**src/rtl/sipo_stream_pkg.sv**
```systemverilog
// ---------------------------------------------------------------------------
// sipo_pkg
//   Shared constants and helpers for the sipo_stream deserialiser.
//   - LSB_FIRST_ORDER / MSB_FIRST_ORDER : values for the MSB_FIRST parameter
//   - fill_width(w)                     : width of the fill counter for a
//                                         w-bit word (never less than 1)
// ---------------------------------------------------------------------------
package sipo_pkg;

  localparam int LSB_FIRST_ORDER = 0;
  localparam int MSB_FIRST_ORDER = 1;

  localparam int MIN_WIDTH = 2;
  localparam int MAX_WIDTH = 64;

  // The counter only has to reach WIDTH-1, so clog2(WIDTH) bits suffice.
  function automatic int fill_width(input int w);
    int cw;
    cw = $clog2(w);
    if (cw < 1) begin
      cw = 1;
    end
    return cw;
  endfunction

endpackage : sipo_pkg

```
**src/rtl/sipo_stream_if.sv**
```systemverilog
// ---------------------------------------------------------------------------
// sipo_stream_if
//   Bundles the serial input side, the parallel output handshake and the
//   status outputs of sipo_stream.
//   Signals:
//     clear      synchronous flush request
//     ser_in     serial data bit
//     ser_valid  ser_in valid this cycle
//     ser_ready  deserialiser accepts a bit this cycle
//     par_out    assembled parallel word (WIDTH bits)
//     par_valid  par_out holds an unconsumed word
//     par_ready  downstream consumes par_out this cycle
//     fill       bits held in the current partial word (CW bits)
//     overrun    sticky: an unconsumed word was overwritten
//   Modports:
//     slave  : the deserialiser's view
//     master : the view of the logic driving the link and consuming words
// ---------------------------------------------------------------------------
interface sipo_stream_if
  import sipo_pkg::*;
#(
  parameter int WIDTH = 8,
  parameter int CW    = fill_width(WIDTH)
);

  logic             clear;
  logic             ser_in;
  logic             ser_valid;
  logic             ser_ready;
  logic [WIDTH-1:0] par_out;
  logic             par_valid;
  logic             par_ready;
  logic [CW-1:0]    fill;
  logic             overrun;

  modport slave (
    input  clear,
    input  ser_in,
    input  ser_valid,
    input  par_ready,
    output ser_ready,
    output par_out,
    output par_valid,
    output fill,
    output overrun
  );

  modport master (
    output clear,
    output ser_in,
    output ser_valid,
    output par_ready,
    input  ser_ready,
    input  par_out,
    input  par_valid,
    input  fill,
    input  overrun
  );

endinterface : sipo_stream_if

```
**src/rtl/sipo_stream_shift_core.sv**
```systemverilog
// ---------------------------------------------------------------------------
// sipo_shift_core
//   Shift register plus fill counter that frames serial bits into words.
//   Ports:
//     clk          rising-edge clock
//     rst_n        synchronous active-low reset
//     clear_i      synchronous flush of the partial word (beats acc_i)
//     acc_i        a bit is accepted this cycle
//     bit_i        the accepted bit
//     word_done_o  this accept completes a word
//     word_o       the completed word (current bit included); only
//                  meaningful while word_done_o is high
//     fill_o       bits held in the partial word, 0..WIDTH-1
// ---------------------------------------------------------------------------
module sipo_shift_core
  import sipo_pkg::*;
#(
  parameter int WIDTH     = 8,
  parameter int MSB_FIRST = LSB_FIRST_ORDER,
  parameter int CW        = fill_width(WIDTH)
) (
  input  logic             clk,
  input  logic             rst_n,
  input  logic             clear_i,
  input  logic             acc_i,
  input  logic             bit_i,
  output logic             word_done_o,
  output logic [WIDTH-1:0] word_o,
  output logic [CW-1:0]    fill_o
);

  // Only WIDTH-1 bits are stored: the bit that completes a word is taken
  // straight from bit_i, so a full-width register would hold a bit that
  // is never read before it is shifted out.
  logic [WIDTH-2:0] shreg_q, shreg_d;
  logic [CW-1:0]    fill_q,  fill_d;
  logic [WIDTH-1:0] shifted;
  logic             last_bit;

  generate
    if (MSB_FIRST == MSB_FIRST_ORDER) begin : g_msb_first
      // Older bits move towards the MSB; the first bit ends in bit WIDTH-1.
      assign shifted = {shreg_q, bit_i};
    end else begin : g_lsb_first
      // Older bits move towards the LSB; the first bit ends in bit 0.
      assign shifted = {bit_i, shreg_q};
    end
  endgenerate

  assign last_bit    = (fill_q == CW'(WIDTH - 1));
  assign word_done_o = acc_i && last_bit && !clear_i;
  assign word_o      = shifted;
  assign fill_o      = fill_q;

  always_comb begin
    shreg_d = shreg_q;
    fill_d  = fill_q;
    if (clear_i) begin
      shreg_d = '0;
      fill_d  = '0;
    end else if (acc_i) begin
      if (MSB_FIRST == MSB_FIRST_ORDER) begin
        shreg_d = shifted[WIDTH-2:0];
      end else begin
        shreg_d = shifted[WIDTH-1:1];
      end
      fill_d = last_bit ? '0 : fill_q + 1'b1;
    end
  end

  always_ff @(posedge clk) begin
    if (!rst_n) begin
      shreg_q <= '0;
      fill_q  <= '0;
    end else begin
      shreg_q <= shreg_d;
      fill_q  <= fill_d;
    end
  end

endmodule : sipo_shift_core

```
**src/rtl/sipo_stream.sv**
```systemverilog
// ---------------------------------------------------------------------------
// sipo_stream
//   Parametrised serial-in/parallel-out deserialiser with a registered
//   parallel output, valid/ready handshake and either backpressure towards
//   the serial side or overwrite-with-overrun-flag behaviour.
//   Parameters:
//     WIDTH         word width, 2..64
//     MSB_FIRST     0: first bit -> par_out[0]; 1: first bit -> par_out[WIDTH-1]
//     BACKPRESSURE  1: stall serial side when output full; 0: overwrite
//   Ports:
//     clk    rising-edge clock
//     rst_n  synchronous active-low reset (beats every other input)
//     bus    sipo_stream_if.slave: clear, ser_in/ser_valid/ser_ready,
//            par_out/par_valid/par_ready, fill, overrun
// ---------------------------------------------------------------------------
module sipo_stream
  import sipo_pkg::*;
#(
  parameter int WIDTH        = 8,
  parameter int MSB_FIRST    = LSB_FIRST_ORDER,
  parameter int BACKPRESSURE = 1
) (
  input  logic         clk,
  input  logic         rst_n,
  sipo_stream_if.slave bus
);

  localparam int CW = fill_width(WIDTH);

  generate
    if (WIDTH < MIN_WIDTH || WIDTH > MAX_WIDTH) begin : g_bad_width
      $error("sipo_stream: WIDTH must lie in 2..64");
    end
  endgenerate

  logic             acc;
  logic             ser_ready;
  logic             word_done;
  logic [WIDTH-1:0] word;
  logic [CW-1:0]    fill;
  logic             fill_last;

  logic [WIDTH-1:0] par_out_q,   par_out_d;
  logic             par_valid_q, par_valid_d;
  logic             overrun_q,   overrun_d;

  assign fill_last = (fill == CW'(WIDTH - 1));

  generate
    if (BACKPRESSURE != 0) begin : g_backpressure
      // Only the word-completing bit can be refused; par_ready feeds this
      // combinationally so a drain in the same cycle lets the bit through.
      assign ser_ready = !(fill_last && par_valid_q && !bus.par_ready);
    end else begin : g_overwrite
      assign ser_ready = 1'b1;
    end
  endgenerate

  assign acc = bus.ser_valid && ser_ready;

  sipo_shift_core #(
    .WIDTH     (WIDTH),
    .MSB_FIRST (MSB_FIRST),
    .CW        (CW)
  ) u_core (
    .clk         (clk),
    .rst_n       (rst_n),
    .clear_i     (bus.clear),
    .acc_i       (acc),
    .bit_i       (bus.ser_in),
    .word_done_o (word_done),
    .word_o      (word),
    .fill_o      (fill)
  );

  // Output register: clear beats a completion, a completion beats a drain.
  // A completion coinciding with a drain simply replaces the word.
  always_comb begin
    par_out_d   = par_out_q;
    par_valid_d = par_valid_q;
    overrun_d   = overrun_q;
    if (bus.clear) begin
      par_valid_d = 1'b0;
      overrun_d   = 1'b0;
    end else if (word_done) begin
      par_out_d   = word;
      par_valid_d = 1'b1;
      if ((BACKPRESSURE == 0) && par_valid_q && !bus.par_ready) begin
        overrun_d = 1'b1;
      end
    end else if (par_valid_q && bus.par_ready) begin
      par_valid_d = 1'b0;
    end
  end

  always_ff @(posedge clk) begin
    if (!rst_n) begin
      par_out_q   <= '0;
      par_valid_q <= 1'b0;
      overrun_q   <= 1'b0;
    end else begin
      par_out_q   <= par_out_d;
      par_valid_q <= par_valid_d;
      overrun_q   <= overrun_d;
    end
  end

  assign bus.ser_ready = ser_ready;
  assign bus.par_out   = par_out_q;
  assign bus.par_valid = par_valid_q;
  assign bus.fill      = fill;
  assign bus.overrun   = overrun_q;

endmodule : sipo_stream

```
**src/flat_wrapper.sv**
```systemverilog
// flat-port wrapper written by rule: the top's interface ports become plain ports
module sipo_stream_flat import sipo_pkg::*;
#(
  parameter int WIDTH        = 8,
  parameter int MSB_FIRST    = LSB_FIRST_ORDER,
  parameter int BACKPRESSURE = 1
)
  (clk, rst_n, bus_clear, bus_ser_in, bus_ser_valid, bus_par_ready, bus_ser_ready, bus_par_out, bus_par_valid, bus_fill, bus_overrun);
  sipo_stream_if #(.WIDTH(WIDTH)) bus_i ();
  input  logic clk;
  input  logic rst_n;
  input wire logic [$bits(bus_i.clear)-1:0] bus_clear;
  input wire logic [$bits(bus_i.ser_in)-1:0] bus_ser_in;
  input wire logic [$bits(bus_i.ser_valid)-1:0] bus_ser_valid;
  input wire logic [$bits(bus_i.par_ready)-1:0] bus_par_ready;
  output wire logic [$bits(bus_i.ser_ready)-1:0] bus_ser_ready;
  output wire logic [$bits(bus_i.par_out)-1:0] bus_par_out;
  output wire logic [$bits(bus_i.par_valid)-1:0] bus_par_valid;
  output wire logic [$bits(bus_i.fill)-1:0] bus_fill;
  output wire logic [$bits(bus_i.overrun)-1:0] bus_overrun;
  assign bus_i.clear = bus_clear;
  assign bus_i.ser_in = bus_ser_in;
  assign bus_i.ser_valid = bus_ser_valid;
  assign bus_i.par_ready = bus_par_ready;
  assign bus_ser_ready = bus_i.ser_ready;
  assign bus_par_out = bus_i.par_out;
  assign bus_par_valid = bus_i.par_valid;
  assign bus_fill = bus_i.fill;
  assign bus_overrun = bus_i.overrun;
  sipo_stream #(.WIDTH(WIDTH), .MSB_FIRST(MSB_FIRST), .BACKPRESSURE(BACKPRESSURE)) u_core (.clk(clk), .rst_n(rst_n), .bus(bus_i));
endmodule
```
**config.mk**
```make
export PLATFORM = sky130hd
export DESIGN_NAME = sipo_stream_flat
export DESIGN_NICKNAME = d
export VERILOG_FILES = /design/src/rtl/sipo_stream_pkg.sv /design/src/rtl/sipo_stream_if.sv /design/src/rtl/sipo_stream_shift_core.sv /design/src/rtl/sipo_stream.sv /design/src/flat_wrapper.sv
export SDC_FILE = /design/constraint.sdc
export NUM_CORES = 1
export LEC_CHECK = 0
export CAP_MARGIN = 5
export CORE_UTILIZATION = 35
export CTS_CLUSTER_SIZE = 40
export DETAILED_ROUTE_END_ITERATION = 10
export GPL_TIMING_DRIVEN = 1
export HOLD_SLACK_MARGIN = 0.08
export PLACE_DENSITY = 0.7
export RECOVER_POWER = 50
export SLEW_MARGIN = 20
export SYNTH_ARGS = -nofsm -noshare
export SYNTH_HDL_FRONTEND = slang
export SYNTH_HIERARCHICAL = 1
export SYNTH_SLANG_ARGS = --single-unit
```
**constraint.sdc**
```tcl
create_clock -name clk -period 2.2 [get_ports clk]
set_input_delay 0.22 -clock clk [delete_from_list [all_inputs] [get_ports clk]]
set_output_delay 0.22 -clock clk [all_outputs]
set_load 0.02 [all_outputs]
```
Word level (Yosys, flattened, before mapping):

Cells that the tools add are included.

* bits in registers: 19
* output and inout bits: 14
* word-level logic and storage cells: 23

* $add $sub $neg: 1
* equal/unequal tests: 1
* muxes and demuxes: 3
* bitwise operators: 2
* reduce and logical (&&, ||, !) cells: 12

Operators by type and width (count)
* 1-bit logical AND: 6
* 3-bit by 1-bit adder with 3-bit output (second input constant): 1
* 3-bit == test (second input constant): 1
* 1-bit logical NOT: 3
* 3-bit two-way mux: 1
* 1-bit two-way mux: 2
* 1-bit inverter: 2
* 2-bit AND reduction: 1
* 2-bit nonzero test: 1
* 2-bit OR reduction: 1

Longest topological paths before layout:

Gate-level depths: netlist (run 1).

* depth after elaboration: 8
* depth in mapped cells: 10

Modules after synthesis:

Netlist (run 1), hierarchy kept.

Modules (own cells, without submodules)
* sipo_shift_core: instances 1, cells each 39, area each 402.9 um^2, sequential area each 200.2 um^2
* sipo_stream: instances 1, cells each 34, area each 376.6 um^2, sequential area each 180.2 um^2

Worst setup path before layout (run 1):

OpenSTA, ideal clock, no wires.

* path type: reg-to-reg
* start: reg u_core.par_valid_q (netlist: u_core/bus.par_valid)
* end: reg u_core.par_out_q[0] (netlist: u_core/bus.par_out[0])
* setup time: 116 ps
* arrival: 1838 ps
* required time: 2084 ps
* path slack: 246 ps
* stages on the path, launching flop included: 11
* buffers on the path: 2
* clock period less this slack: 1954 ps
* cells stage by stage: dfxtp_1 nor2b_1 nand4_1 and2_1 buf_4 nand2_1 nor2_1 nor2b_4 buf_6 mux2i_1 nor2b_1

* word-level cells in the longest chain between the ends: 7

RTL lines
* start, declared: RTL line sipo_stream.sv:44 `logic par_valid_q, par_valid_d;`
* start signal, assigned: RTL line sipo_stream.sv:103 `par_valid_q <= par_valid_d;`
* 1-bit logical AND (2 in series): RTL line sipo_stream.sv:53 `assign ser_ready = !(fill_last && par_valid_q && !bus.par_ready);`
* 1-bit logical NOT: RTL line sipo_stream.sv:53
* via bus_ser_ready: RTL line flat_wrapper.sv:16 `output wire logic [$bits(bus_i.ser_ready)-1:0] bus_ser_ready;`
* 1-bit logical AND: RTL line sipo_stream.sv:59 `assign acc = bus.ser_valid && ser_ready;`
* via u_core.acc: RTL line sipo_stream.sv:36 `logic acc;`
* 1-bit logical AND (2 in series): RTL line sipo_stream_shift_core.sv:51 `assign word_done_o = acc_i && last_bit && !clear_i;`
* via u_core.word_done: RTL line sipo_stream.sv:38 `logic word_done;`
* 2-bit AND reduction (no source line)
* end signal, assigned: RTL line sipo_stream.sv:102 `par_out_q <= par_out_d;`
* end, declared: RTL line sipo_stream.sv:43 `logic [WIDTH-1:0] par_out_q, par_out_d;`

The timed path passes the listed nets, and every way through them passes these cells.
A chain may end at the register's enable or synchronous reset.

Worst setup path in the final report (run 1):

* start: reg u_core.par_valid_q (netlist: u_core/bus.par_valid)
* end: out bus_ser_ready

* word-level cells in the longest chain between the ends: 3

RTL lines (RTL line)
* 1-bit logical AND (2 in series): sipo_stream.sv:53
* 1-bit logical NOT: sipo_stream.sv:53
* end, declared: flat_wrapper.sv:16

Every way passes these cells.

==> results.md, run 1 <==
* PnR worst setup slack at 0.505 ns
* Highest-delay cell along the critical path: sky130_fd_sc_hd__clkdlybuf4s50_1
* Post-CTS Hold Fix Bufs at 0
* Met1 Usage GRT at 15.4%
* Post-synth EDFFs at 0
* Routing usage on met2 at 21.2%
* Peak VDD IR at 455 µV
* Fmax achieved at 0.590 GHz
* WL per Instance at 10.9 µm
* I/O pin count at 20
* Remaining antenna violation count at 0
* Number of hold violations in the final report at 0
* Minimum setup slack after placement at 0.258 ns
* Utilization after layout at 48.9%
* Status: finished clean
* Post-route clock period utilization at 77.0%
* Number of synthesized register bits at 19
* Arrival time of the worst setup path at 1.47 ns
* RSZ-0062 raised after global routing: no
* Global-route wire length before repair at 2.40 mm
* Number of global-route vias before repair at 560
* Placed Instance Area at 962 µm²
* Post-detailed-placement half-perimeter wirelength at 880 µm
* Count of inserted antenna diode cells at 0
* Final routed wirelength across all metal layers at 1.29 mm
* Fraction of layout instances using a drive strength above 1 at 5.49%
* Power share of the clock group at 30.5%
* Hold_ws at 0.512 ns
* Postcts setup bufs at 0
* CTS tree: yes
* Category of the worst setup path launch point: flip-flop
* GR met3 Demand/Resource at 5.30%
* Placer Congestion at 0.713
* WP depth at 3
* Sw Ratio at 21.2%
* Largest net degree at the start of global routing at 12
* Initial antenna violation count at 0
* Setup violations, final at 0
* Die Ht at 49.2 µm
* Clock Latency Late Sink at 0.29 ns
* Htree depth at 1
* Min-delay worst type: reg -> reg
* Net total in the final layout at 100
* Worst Reg2Reg Path Length in Cells at 7
* Clock Tree Root: sky130_fd_sc_hd__clkbuf_4
* Switching power at 117 µW
* Min Tclk post-route at 1.69 ns
* Worst EP required at 1.98 ns
* TritonCTS Buffers at 3
* # port buffers at 18
* Leading register cell type out of synthesis: sky130_fd_sc_hd__dfxtp_1
* Leftover overflow at the end of global routing at 0
* Internal power consumption at 436 µW
* Leakage power at 0.390 nW
* Proportion of power drawn by combinational gates at 6.6%
* Worst Path Max Fanout at 2
* Share of synthesized registers carrying an async set or reset at 0%
* Ranking of synthesized cells by area: sky130_fd_sc_hd__dfxtp_1, sky130_fd_sc_hd__mux2i_1, sky130_fd_sc_hd__nor2b_1
* Post-synthesis net count at 81
* Cell total after placement at 114
* CTS resizes at 0
* Die Area at 0.00242 mm²
* Number of cells traversed by the worst hold path at 2
* Proportion of netlist area held by the largest area contributor at 48.8%
* Count of unresolved DRC violations after routing at 0
* Most common cell in the synthesized netlist: sky130_fd_sc_hd__dfxtp_1
* Series of cell instances along the critical path: nor2b_1, nand4_1, clkdlybuf4s50_1
* Cell variety after synth at 17
* Clock skew after layout at 0.00584 ns
* Clock sinks at 19
* Design area at 988 µm²
* Horizontal die dimension at 49.2 µm
* Site row count at 16
* Cell taking the most area after synthesis: sky130_fd_sc_hd__dfxtp_1
* Yosys warnings at 6
* Total negative setup slack at 0 ns
* Total global-route track usage at 12.8%
* Delay of the slowest critical-path stage at 0.55 ns
* Share of power burned in registers at 62.9%
* 1st-pass router iterations at 4
* Synthesized netlist cell count at 73
* Syn Std Cell Area at 779 µm²
* Gate family responsible for the most delay along the worst path: buffers and inverters
* Core area at 0.00202 mm²
* Share of the yosys chip area belonging to registers at 48.8%
* Class of the most critical setup path: reg -> out
* Mean post-synth cell area at 10.7 µm²
* Endpoint type of the worst setup path: output pin
* Vias post-DR at 536
* Worst path buffer plus inverter count at 1
* Total power per unit cell area at 559 mW/mm²
* Area growth from synthesis to layout at 26.8%
* First-iteration detailed-routing DRC count at 4
* Initial standard-cell utilization of the core at 38.6%
* Leading cell types by count after synthesis: sky130_fd_sc_hd__dfxtp_1, sky130_fd_sc_hd__mux2i_1, sky130_fd_sc_hd__nor2_1
* Final count of pins violating max slew at 0
* Worst reg-to-reg setup slack at 0.51 ns
* CTS clock-pin slew for the worst setup and hold paths at 0.10 ns
* Layer carrying the most global-route usage: met2
* Average vias per placed instance at 4.54
* Max_cap viols at 0
* Maximum buffer depth of the clock tree at 2
* Power consumption at 553 µW
* Fin cells at 118
==> power groups by stage <==
stage	Clock (mW)	Combinational, mW	Sequential, mW
3_5_place_dp	0	0.0367	0.356
6_report	0.169	0.0365	0.348
5_1_grt	0.199	0.0396	0.348
3_3_place_gp	0	0.0363	0.355
4_1_cts	0.182	0.0369	0.348
2_1_floorplan	0	0.0219	0.357
==> sequential cells by signal, summed over array words and instances, names as in the netlist <==
signal,flops
u_core/u_core/fill_o,3
u_core/bus.par_valid,1
u_core/u_core/shreg_q,7
u_core/bus.par_out,8
==> layout by cell type (no fill, tap or decap), types with 2 or more instances in the layout <==
cell	n
sky130_fd_sc_hd__clkdlybuf4s50_1	9
sky130_fd_sc_hd__nand2b_1	2
sky130_fd_sc_hd__mux2i_1	17
sky130_fd_sc_hd__nor2b_1	9
sky130_fd_sc_hd__dlygate4sd3_1	9
sky130_fd_sc_hd__ha_1	2
sky130_fd_sc_hd__dfxtp_1	19
sky130_fd_sc_hd__nor2_1	11
sky130_fd_sc_hd__clkbuf_4	3
==> cell families after synthesis <==
group	share of synthesized area, %
AO/OA/AOI/OAI	0.641
flip-flops	48.8
other	0.481
AND/OR/NAND/NOR	20.1
buffers and inverters	4.97
adder cells (fa/ha/maj)	3.21
multiplexers	21.8
==> metal layers <==
metal	part of all wire, %	up-vias
met5	0	-
met4	0	0
met3	7.4	0
met2	44	22
met1	49	241
li1	-	273
==> final timing paths <==
| check | start | end |
|---|---|---|
| setup reg to reg | u_core/u_core/fill_o[0] | u_core/bus.par_out[2] |
| setup / recovery | u_core/bus.par_valid | bus_ser_ready |
| hold reg to reg | u_core/u_core/shreg_q[0] | u_core/u_core/shreg_q[0] |
| hold / removal | u_core/u_core/shreg_q[0] | u_core/u_core/shreg_q[0] |
==> tightest hold or removal path: stages (launching register included) <==
cell and delay (ns):
sky130_fd_sc_hd__dfxtp_1 0.34, sky130_fd_sc_hd__mux2i_1 0.07, sky130_fd_sc_hd__nor2_1 0.07
==> final cells by class <==
class	instances	area, µm²
sequential	19	380
fill	189	1030
tap	27	33.8
clock buffer	4	26.3
multi-input combinational	49	360
timing repair buffer	19	188
Note: power is estimated with default switching activity, not from simulation.
==> run 2, diff against run 1 <==
==> constraint.sdc (replaced) <==
create_clock -name clk -period 1.7 [get_ports clk]
set_input_delay 0.17 -clock clk [delete_from_list [all_inputs] [get_ports clk]]
set_output_delay 0.17 -clock clk [all_outputs]
set_load 0.02 [all_outputs]
==> run 2 against run 1 <==
  * Critical path depth increased by 3
  * Worst setup slack got worse by 0.40 ns
  * Highest routed layer is now met4
  * Sequential share of layout area decreased by 1.4 points
  * Largest power group unchanged
  * Global-route usage unchanged
==> results.md, run 2 (synthesis results as in run 1) <==
* Status: finished clean (unchanged)
* Leakage power at 0.394 nW (was 0.390 nW)
* Post-route clock period utilization at 93.7%
* Min-delay worst type: in -> reg (was reg -> reg)
* Setup violations, final at 0 (unchanged)
* 1st-pass router iterations at 2 (was 4)
* Utilization after layout at 51.4% (was 48.9%)
* Fraction of layout instances using a drive strength above 1 at 14.9% (was 5.49%)
* Placer Congestion at 0.673 (was 0.713)
* Power consumption at 724 µW (was 553 µW)
* RSZ-0062 raised after global routing: no (unchanged)
* Initial standard-cell utilization of the core at 38.6% (unchanged)
* Series of cell instances along the critical path: nor2b_4, nand4_1, and2_4, clkbuf_2, or3b_1, a21oi_1 (was nor2b_1, nand4_1, clkdlybuf4s50_1)
* Largest net degree at the start of global routing at 12 (unchanged)
* Site row count at 16 (unchanged)
* Count of inserted antenna diode cells at 0 (unchanged)
* Htree depth at 1 (unchanged)
* Final routed wirelength across all metal layers at 1.32 mm (was 1.29 mm)
* Net total in the final layout at 103 (was 100)
* # fillers at 192 (was 189)
* Number of hold violations in the final report at 0 (unchanged)
* I/O pin count at 20 (unchanged)
* Clock skew after layout at 0.00643 ns (was 0.00584 ns)
* Clock sinks at 19 (unchanged)
* Delay of the slowest critical-path stage at 0.38 ns (was 0.55 ns)
* Class of the most critical setup path: reg -> reg (was reg -> out)
* Vias post-DR at 544 (was 536)
* CTS tree: yes (unchanged)
* Maximum buffer depth of the clock tree at 2 (unchanged)
* Min Tclk post-route at 1.59 ns
* Minimum setup slack after placement at -0.118 ns (was 0.258 ns)
* Commonest non-fill, non-tap cells in the layout: sky130_fd_sc_hd__mux2i_1, sky130_fd_sc_hd__dfxtp_1, sky130_fd_sc_hd__clkdlybuf4s50_1 (was sky130_fd_sc_hd__dfxtp_1, sky130_fd_sc_hd__mux2i_1, sky130_fd_sc_hd__nor2_1)
* Remaining antenna violation count at 0 (unchanged)
* Final count of pins violating max slew at 0 (unchanged)
* Initial antenna violation count at 0 (unchanged)
* Leftover overflow at the end of global routing at 0 (unchanged)
* Post-CTS Hold Fix Bufs at 0 (unchanged)
* Total negative setup slack at 0 ns (unchanged)
* Placed Instance Area at 0.00102 mm² (was 962 µm²)
* Worst EP required at 1.94 ns (was 1.98 ns)
* Postcts setup bufs at 0 (unchanged)
* CTS clock-pin slew for the worst setup and hold paths at 0.10 ns (about the same)
* Category of the worst setup path launch point: flip-flop (unchanged)
* Total global-route track usage at 12.8% (unchanged)
* Area growth from synthesis to layout at 33.4% (was 26.8%)
* Largest register FFs at 8 (unchanged)
* Core area at 0.00202 mm² (unchanged)
* Fmax achieved at 0.628 GHz
* Peak VDD IR at 477 µV (was 455 µV)
* WL per Instance at 10.9 µm (about the same)
* Clock Tree Root: sky130_fd_sc_hd__clkbuf_4 (unchanged)
* Worst Path Max Fanout at 11 (was 2)
* Arrival time of the worst setup path at 1.83 ns (was 1.47 ns)
* Highest-delay cell along the critical path: sky130_fd_sc_hd__or3b_1 (was sky130_fd_sc_hd__clkdlybuf4s50_1)
* Total power per unit cell area at 696 mW/mm² (was 559 mW/mm²)
* Number of global-route vias before repair at 525 (was 560)
* Count of unresolved DRC violations after routing at 0 (unchanged)
* Average vias per placed instance at 4.50 (was 4.54)
* First-iteration detailed-routing DRC count at 10 (was 4)
* PnR worst setup slack at 0.107 ns (was 0.505 ns)
* Max_cap viols at 0 (unchanged)
* Global-route wire length before repair at 2.31 mm (was 2.40 mm)
* Horizontal die dimension at 49.2 µm (unchanged)
* TritonCTS Buffers at 3 (unchanged)
* # port buffers at 18 (unchanged)
* Die Area at 0.00242 mm² (unchanged)
* Endpoint type of the worst setup path: flip-flop (was output pin)
* Design area at 0.00104 mm² (was 988 µm²)
* Die Ht at 49.2 µm (unchanged)
* Clock Latency Late Sink at 0.30 ns (was 0.29 ns)
## run 2: cell types whose count changed in the layout (fill, tap and decap cells not counted), sizes merged
cell,before,now
dlygate4sd3,9,5
clkdlybuf4s50,9,12
buf,1,3
clkbuf,4,5
dlygate4sd2,0,1
## run 2: cell type report
cell class / count / area [µm²] / share of cell area, %
sequential: 19 / 385 / 37.1
multi-input combinational: 49 / 375 / 36.1
timing repair buffer: 22 / 219 / 21.1
tap: 27 / 33.8 / 3.25
clock buffer: 4 / 26.3 / 2.53
## run 2: metrics by stage
| stage | instances | hold WS [ns] |
|---|---|---|
| 5_1_grt | 121 | 0.504 |
| 2_1_floorplan | 73 | 0.236 |
| 3_3_place_gp | 117 | 0.487 |
| 6_report | 121 | 0.511 |
| 3_5_place_dp | 117 | 0.499 |
| 4_1_cts | 121 | 0.499 |
## run 2: timing repair
action,CTS,global route
cloned,0,0
setup endpoints to repair,1,2
hold endpoints to repair,0,0
gates resized for setup,1,1
## run 2: where the power goes
group	total [mW]	leakage, nW	internal (mW)	switching [mW]
clock network	0.225	0.0150	0.0914	0.134
logic	0.0512	0.225	0.0272	0.0240
registers	0.448	0.155	0.446	0.00179
total	0.724	0.394	0.564	0.159
## run 2: path summary, 6_finish.rpt
check	slack (ns)	end	cells past startpoint	from
max	0.11	u_core/u_core/fill_o[0]	6	u_core/bus.par_valid
max reg2reg	0.11	u_core/u_core/fill_o[0]	6	u_core/bus.par_valid
min	0.51	u_core/u_core/shreg_q[6]	3	bus_ser_in
min reg2reg	0.52	u_core/u_core/shreg_q[0]	2	u_core/u_core/shreg_q[0]
## run 2: per-layer routing
layer  vias to the layer above  track usage [%]  share of wire [%]  routed length, µm
li1                        283                -                  -                  -
met3                         2             4.67                6.2                 82
met1                       242             15.0                 50                653
met2                        17             21.5                 43                571
met4                         0             4.41               0.83                 11
met5                         -                0                  0                  0
## run 2: critical path, delay by kind of cell (launching register included)
| family | cells | cell delay, ns |
|---|---|---|
| AO/OA/AOI/OAI | 1 | 0.12 |
| buffers and inverters | 1 | 0.31 |
| flip-flops | 1 | 0.35 |
| AND/OR/NAND/NOR | 4 | 0.76 |
==> run 3, diff against run 2 <==
--- a/config.mk
+++ b/config.mk
@@ -5,6 +5,7 @@
 export SDC_FILE = /design/constraint.sdc
 export NUM_CORES = 1
 export LEC_CHECK = 0
+export ABC_AREA = 0
 export CAP_MARGIN = 5
 export CORE_UTILIZATION = 35
 export CTS_CLUSTER_SIZE = 40
==> results of run 3 <==
The final DEF is identical to that of run 2; final timing and power are the same.
